`src/rtl/truth_table_sweeper_pkg.sv`:
```
// truth_table_sweeper_pkg
// Shared definitions for the truth-table sweeper:
//   state_e - sweep controller states, 2-bit encoding
//   rows_f  - number of truth-table rows for a given input count (2**n_in)
package truth_table_sweeper_pkg;

    typedef enum logic [1:0] {
        IDLE   = 2'd0,
        DRIVE  = 2'd1,
        SAMPLE = 2'd2,
        DONE   = 2'd3
    } state_e;

    function automatic int rows_f(input int n_in);
        return 1 << n_in;
    endfunction

endpackage

```
`src/rtl/tts_settle_counter.sv`:
```
// tts_settle_counter
// Loadable up-counter that times how long a stimulus row is held before the
// response is sampled.
// Ports:
//   clk    - clock, rising edge
//   rst_n  - asynchronous active-low reset
//   clr_i  - synchronous clear to zero (wins over inc_i)
//   inc_i  - count up by one
//   tc_o   - terminal count: counter currently equals SETTLE-1
module tts_settle_counter
    import truth_table_sweeper_pkg::*;
#(
    parameter int SETTLE = 1,
    localparam int W = $clog2(SETTLE + 1)
) (
    input  logic clk,
    input  logic rst_n,
    input  logic clr_i,
    input  logic inc_i,
    output logic tc_o
);

    logic [W-1:0] cnt_q;
    logic [W-1:0] cnt_d;

    always_comb begin
        cnt_d = cnt_q;
        if (clr_i) begin
            cnt_d = '0;
        end else if (inc_i) begin
            cnt_d = cnt_q + 1'b1;
        end
    end

    always_ff @(posedge clk or negedge rst_n) begin
        if (!rst_n) begin
            cnt_q <= '0;
        end else begin
            cnt_q <= cnt_d;
        end
    end

    assign tc_o = (cnt_q == W'(SETTLE - 1));

endmodule

```
`src/rtl/truth_table_sweeper.sv`:
```
// truth_table_sweeper
// Sweeps every input combination (2**N_IN rows) into N_FN combinational
// functions, holds each row SETTLE cycles, then captures the responses into a
// packed truth-table register tt (bit f*ROWS+r = function f at row r).
// Ports:
//   clk, rst_n         - clock (rising edge), asynchronous active-low reset
//   start, abort       - begin a sweep (IDLE only) / abandon a sweep
//   stim               - row driven to the functions (MSB = x, LSB = z)
//   resp               - function outputs, resp[f] belongs to function f
//   busy               - high while driving/sampling rows
//   row_vld/idx/out    - one-cycle report of each captured row
//   tt                 - captured truth tables
//   done               - one-cycle pulse at the end of a complete sweep
// Optional compare logic, compiled in with TRUTH_TABLE_SWEEPER_CHECK_EN:
//   expect_tt          - golden truth tables ("expect" is a reserved word)
//   mismatch           - sticky per-function mismatch flags
//   first_fail         - first mismatching row (0 if none; qualify by mismatch)
module truth_table_sweeper
    import truth_table_sweeper_pkg::*;
#(
    parameter int N_IN   = 3,
    parameter int N_FN   = 5,
    parameter int SETTLE = 1,
    localparam int ROWS  = rows_f(N_IN)
) (
    input  logic                 clk,
    input  logic                 rst_n,
    input  logic                 start,
    input  logic                 abort,
    output logic [N_IN-1:0]      stim,
    input  logic [N_FN-1:0]      resp,
    output logic                 busy,
    output logic                 row_vld,
    output logic [N_IN-1:0]      row_idx,
    output logic [N_FN-1:0]      row_out,
    output logic [N_FN*ROWS-1:0] tt,
    output logic                 done
`ifdef TRUTH_TABLE_SWEEPER_CHECK_EN
    ,
    input  logic [N_FN*ROWS-1:0] expect_tt,
    output logic [N_FN-1:0]      mismatch,
    output logic [N_IN-1:0]      first_fail
`endif
);

    state_e                state_q;
    logic [N_IN-1:0]       stim_q;
    logic [N_IN-1:0]       row_idx_q;
    logic [N_FN-1:0]       row_out_q;
    logic [N_FN*ROWS-1:0]  tt_q;
    logic [N_FN*ROWS-1:0]  tt_d;
    logic                  busy_q;
    logic                  row_vld_q;
    logic                  done_q;

    logic start_ok;     // accepted start: IDLE, start, no abort
    logic capture;      // a row is captured this cycle
    logic abort_run;    // abort outside IDLE
    logic cnt_clr;
    logic cnt_inc;
    logic cnt_tc;

    assign start_ok  = (state_q == IDLE) && start && !abort;
    assign capture   = (state_q == SAMPLE) && !abort;
    assign abort_run = abort && (state_q != IDLE);

    // The counter restarts for every row; SAMPLE clears it so the next DRIVE
    // starts from zero.
    assign cnt_clr = start_ok || (state_q == SAMPLE) || abort_run;
    assign cnt_inc = (state_q == DRIVE) && !abort;

    tts_settle_counter #(
        .SETTLE (SETTLE)
    ) u_settle (
        .clk   (clk),
        .rst_n (rst_n),
        .clr_i (cnt_clr),
        .inc_i (cnt_inc),
        .tc_o  (cnt_tc)
    );

    // Next truth table: only the bits of the current row take the response.
    for (genvar gi = 0; gi < N_FN; gi++) begin : g_fn
        for (genvar gr = 0; gr < ROWS; gr++) begin : g_row
            assign tt_d[gi*ROWS+gr] = (stim_q == N_IN'(gr)) ? resp[gi]
                                                            : tt_q[gi*ROWS+gr];
        end
    end

    always_ff @(posedge clk or negedge rst_n) begin
        if (!rst_n) begin
            state_q   <= IDLE;
            stim_q    <= '0;
            row_idx_q <= '0;
            row_out_q <= '0;
            tt_q      <= '0;
            busy_q    <= 1'b0;
            row_vld_q <= 1'b0;
            done_q    <= 1'b0;
        end else begin
            row_vld_q <= 1'b0;
            done_q    <= 1'b0;
            if (abort_run) begin
                state_q <= IDLE;
                stim_q  <= '0;
                busy_q  <= 1'b0;
            end else begin
                case (state_q)
                    IDLE: begin
                        if (start_ok) begin
                            tt_q    <= '0;
                            stim_q  <= '0;
                            busy_q  <= 1'b1;
                            state_q <= DRIVE;
                        end
                    end
                    DRIVE: begin
                        if (cnt_tc) begin
                            state_q <= SAMPLE;
                        end
                    end
                    SAMPLE: begin
                        tt_q      <= tt_d;
                        row_vld_q <= 1'b1;
                        row_idx_q <= stim_q;
                        row_out_q <= resp;
                        if (stim_q == N_IN'(ROWS - 1)) begin
                            // Registered so done lines up with the DONE state.
                            busy_q  <= 1'b0;
                            done_q  <= 1'b1;
                            state_q <= DONE;
                        end else begin
                            stim_q  <= stim_q + 1'b1;
                            state_q <= DRIVE;
                        end
                    end
                    DONE: begin
                        state_q <= IDLE;
                    end
                    default: begin
                        state_q <= IDLE;
                    end
                endcase
            end
        end
    end

    assign stim    = stim_q;
    assign busy    = busy_q;
    assign row_vld = row_vld_q;
    assign row_idx = row_idx_q;
    assign row_out = row_out_q;
    assign tt      = tt_q;
    assign done    = done_q;

`ifdef TRUTH_TABLE_SWEEPER_CHECK_EN
    logic [N_FN-1:0] miss_row;
    logic [N_FN-1:0] mismatch_q;
    logic [N_IN-1:0] first_fail_q;

    for (genvar gi = 0; gi < N_FN; gi++) begin : g_chk
        logic [ROWS-1:0] exp_fn;
        assign exp_fn       = expect_tt[gi*ROWS +: ROWS];
        assign miss_row[gi] = resp[gi] ^ exp_fn[stim_q];
    end

    always_ff @(posedge clk or negedge rst_n) begin
        if (!rst_n) begin
            mismatch_q   <= '0;
            first_fail_q <= '0;
        end else if (start_ok) begin
            mismatch_q   <= '0;
            first_fail_q <= '0;
        end else if (capture) begin
            mismatch_q <= mismatch_q | miss_row;
            // Rows are swept in ascending order, so the first row that flags
            // anything while nothing is flagged yet is the first failure.
            if ((mismatch_q == '0) && (miss_row != '0)) begin
                first_fail_q <= stim_q;
            end
        end
    end

    assign mismatch   = mismatch_q;
    assign first_fail = first_fail_q;
`endif

endmodule

```
`config.mk`:
```
export PLATFORM = sky130hd
export DESIGN_NAME = truth_table_sweeper
export DESIGN_NICKNAME = d
export VERILOG_FILES = /design/src/rtl/truth_table_sweeper_pkg.sv /design/src/rtl/tts_settle_counter.sv /design/src/rtl/truth_table_sweeper.sv
export SDC_FILE = /design/constraint.sdc
export NUM_CORES = 1
export LEC_CHECK = 0
export ABC_AREA = 1
export CAP_MARGIN = 30
export CORE_UTILIZATION = 40
export DETAILED_ROUTE_END_ITERATION = 6
export HOLD_SLACK_MARGIN = 0.1
export PLACE_DENSITY = 0.78
export SLEW_MARGIN = 20
export SYNTH_ARGS = -nofsm -noshare
export SYNTH_HDL_FRONTEND = slang
export SYNTH_SLANG_ARGS = --single-unit
```
`constraint.sdc`:
```
create_clock -name clk -period 3.8 [get_ports clk]
set_input_delay 0.76 -clock clk [delete_from_list [all_inputs] [get_ports clk]]
set_output_delay 0.76 -clock clk [all_outputs]
set_load 0.005 [all_outputs]
```
==> impl_table.tex <==
\begin{tabular}{lr}
\hline
Metric & Value \\
\hline
\multicolumn{2}{l}{\textbf{Placed design}} \\
Cell count after placement & 418 \\
Post-detail-place hpwl & 4.06 mm \\
Number of port buffers & 62 \\
Gpl congestion & $\sim$0.85 \\
\multicolumn{2}{l}{\textbf{Drt}} \\
Total number of vias & 2144 \\
Routed wire per std cell & 13.0 um \\
Post-route ant nets & 0 \\
Total length of routed wires & 5.63 mm \\
Average vias per placed instance & 4.93 \\
DR pass1 iterations & 4 \\
Post-route DRC violation count & 0 \\
First-iteration detailed-routing DRC count & 130 \\
\multicolumn{2}{l}{\textbf{Finish}} \\
Number of antenna diodes & 0 \\
Multi-input gate area & 923 um\^{}2 \\
Area Overhead vs Synth & 38.2\% \\
Final cell count without fillers & 435 \\
Storage cell area & 1430 um\^{}2 \\
Filler Cells Inserted & 536 \\
Layout cell share with drive strength beyond 1 & 6.67\% \\
NumNets Final & 370 \\
\multicolumn{2}{l}{\textbf{Die}} \\
Die Height & roughly 80 um \\
Overall die area & between 6000 and 7000 um\^{}2 \\
Core ar. & 5920 um\^{}2 \\
Io pins & 63 \\
Placement row count & 28 \\
Initial core utilization & 41.4\% \\
DIE WIDTH & 80.2 um \\
\multicolumn{2}{l}{\textbf{Synthesis}} \\
Synth warn & 0 \\
Post-Synthesis Mean Instance Area & roughly 8.6 um\^{}2 \\
Synthesized Nets & 301 \\
Seq/Total Area, Yosys & 58.3\% \\
Unique cell type count in the Yosys netlist & 17 \\
Cell type with the largest total area after synthesis & dfrtp\_1 \\
Post-Syn Instances & 286 \\
Cells taking the most area after synthesis & dfrtp\_1 (58\%), nand2\_1 (19\%), nand3\_1 (10\%) \\
Mapped Area & 2450 um\^{}2 \\
Area share of the leading cell type in the synthesized netlist & 58.3\% \\
Post-synthesis sequential element count & 57 \\
\multicolumn{2}{l}{\textbf{Clocking}} \\
CTS tree & built \\
CTS sink count & 57 \\
CTS hold repair buffers & 0 \\
Root Driver & clkbuf\_8 \\
Number of CTS-inserted buffers & 9 \\
Clk pin slew, worst setup/hold paths & 0.07 ns \\
Number of buffers between clock root and the deepest sink & 2 \\
Clk Latency, worst-skew pair & 0.34 ns \\
Clock H-tree levels & 3 \\
Number of instances resized during post-cts repair & 0 \\
Number of setup buffers added after CTS & 0 \\
\multicolumn{2}{l}{\textbf{Timing}} \\
Worst setup skew after layout & 0.00844 ns \\
Hold Slack & roughly 0.34 ns \\
Total of endpoints with negative setup slack in the final report & 0 \\
Final Hold Violating Endpoints & 0 \\
Slew at the pin closest to its max-slew limit & between 0.7 and 0.8 ns \\
Max transition margin & 49.4\% \\
Final Critical Period & 2.14 ns \\
Post-route clock period utilization & 56.3\% \\
Timing-limited maximum frequency & 0.467 GHz \\
Max Slew Vio Count & 0 \\
Sum of negative setup slack & 0 ns \\
Unrepaired setup endpoints after global routing & false \\
\multicolumn{2}{l}{\textbf{Min path}} \\
Worst min-delay path class & in -> async \\
\multicolumn{2}{l}{\textbf{Global route}} \\
Met2 layer usage reported by global route & 32.8\% \\
Initial antenna violation count & 0 \\
Most utilized layer in the global route result & met2 \\
Global-route track usage on met1 & 23.8\% \\
Total global routing overflow & 0 \\
Fraction of met3 tracks used by global routing & 6.93\% \\
Via count of the first global-routing pass & 2121 \\
Global-route wire length before repair & 9.57 mm \\
Largest net degree at the start of global routing & 49 \\
GRT Total Usage & $\sim$20\% \\
\multicolumn{2}{l}{\textbf{Worst setup path}} \\
Cell type group with the largest total delay on the critical path & buffers and inverters \\
Largest stage delay on the critical path & 0.56 ns \\
Startpoint type of the worst setup path & flop \\
CP required & approximately 3 ns \\
Maximum fanout encountered on the critical timing path & 7 \\
Arrival @ worst endpoint & between 1 and 1.5 ns \\
CP Depth & 1 \\
Start point of the critical path & stim[2]\$\_DFFE\_PN0P\_ \\
Cell-by-cell listing of the critical path & clkdlybuf4s50\_1 \\
WP buf/inv & 1 \\
Worst Reg-to-Reg Cells & 5 \\
Slowest cell on crit path & clkdlybuf4s50\_1 \\
Critical register-to-register path startpoint & state\_q[0]\$\_DFFE\_PN0P\_ \\
Endpoint type of the worst setup path & output pin \\
Path type of the worst setup path & reg -> out \\
\multicolumn{2}{l}{\textbf{Flow run}} \\
Max-cap check violation count & 0 \\
\multicolumn{2}{l}{\textbf{Pwr}} \\
Power per cell area & approximately 630 nW/um\^{}2 \\
Leakage Power & around 1.7 nW \\
Maximum VDD drop & about 0.38 mV \\
\multicolumn{2}{l}{\textbf{Outcome}} \\
Status & completed \\
\hline
\end{tabular}
## flip-flops by register name, summed over array words and instances (netlist names)
register,flops
busy,1
done,1
row_idx,3
row_out,5
row_vld,1
state_q,2
stim,3
tt,40
u_settle.cnt_q,1
## Yosys cell counts, drive strengths merged
cell type  number
a21oi           2
buf             4
clkbuf          3
dfrtp          57
ha              6
inv            16
nand2         125
nand3          51
nor2           11
o211ai          1
o21ai           9
or2             1
## cells by family (layout without fill, tap and decap cells)
| group | after synthesis | after routing | share of synthesized area, % |
|---|---|---|---|
| adders and majority gates | 6 | 6 | 3.07 |
| and+or+nand+nor | 188 | 188 | 31.9 |
| AOI/OAI and AO/OA | 12 | 12 | 2.71 |
| DFF | 57 | 57 | 58.3 |
| buffers and inverters | 23 | 97 | 4.04 |
## power by group
group	internal (mW)	switching (mW)
Clock	0.388	0.234
Sequential	0.748	0.0895
Combinational	0.322	0.340
Total	1.46	0.664
## through the flow
| stage | utilization, % | worst slack [ns] | total power, mW | instance area, um^2 |
|---|---|---|---|---|
| 5_1_grt | 57.1 | 1.55 | 2.27 | 3380 |
| 2_1_floorplan | - | 2.31 | 1.15 | 2450 |
| 3_3_place_gp | 52.9 | 1.44 | 1.49 | 3130 |
| 4_1_cts | 56.7 | 1.66 | 2.14 | 3360 |
| 3_5_place_dp | 52.9 | 1.37 | 1.51 | 3130 |
| 6_report | 57.1 | 1.66 | 2.12 | 3380 |
## final cells by class
| type | count | area share [%] |
|---|---|---|
| Clock buffer | 12 | 4.29 |
| Tap cell | 75 | 2.77 |
| Sequential cell | 57 | 42.2 |
| Multi-Input combinational cell | 206 | 27.3 |
| Clock inverter | 4 | 2.26 |
| Timing Repair Buffer | 65 | 19.5 |
| Inverter | 16 | 1.78 |
## metal layers
metal  vias up  share of wire, %
li1       1049                 -
met1      1011                42
met2        73                50
met3        11               6.7
met4         0               2.0
met5         -                 0
## layout by cell type (no fill, tap or decap)
master	n
buf_2	1
clkbuf_1	2
inv_1	14
clkinvlp_4	1
nand3_2	1
buf_16	1
nor2_1	9
or2_0	1
clkdlybuf4s50_1	61
dfrtp_1	57
nor2_2	2
buf_4	2
clkinv_4	1
nand3_1	50
ha_1	6
bufinv_16	2
o21ai_2	1
a21oi_1	2
o211ai_1	1
nand2_1	125
clkbuf_8	10
o21ai_0	8
inv_2	2
## path summary, 6_finish.rpt
path,end,slack [ns]
worst max-delay path,stim[2],1.66
worst min-delay path,tt[7]$_DFFE_PN0P_,0.34
worst max register to register,tt[21]$_DFFE_PN0P_,1.96
worst min register to register,tt[31]$_DFFE_PN0P_,0.47
max in group asynchronous,tt[13]$_DFFE_PN0P_,2.87
min in group clk,tt[31]$_DFFE_PN0P_,0.47
Power figures use the tool's default switching activity.
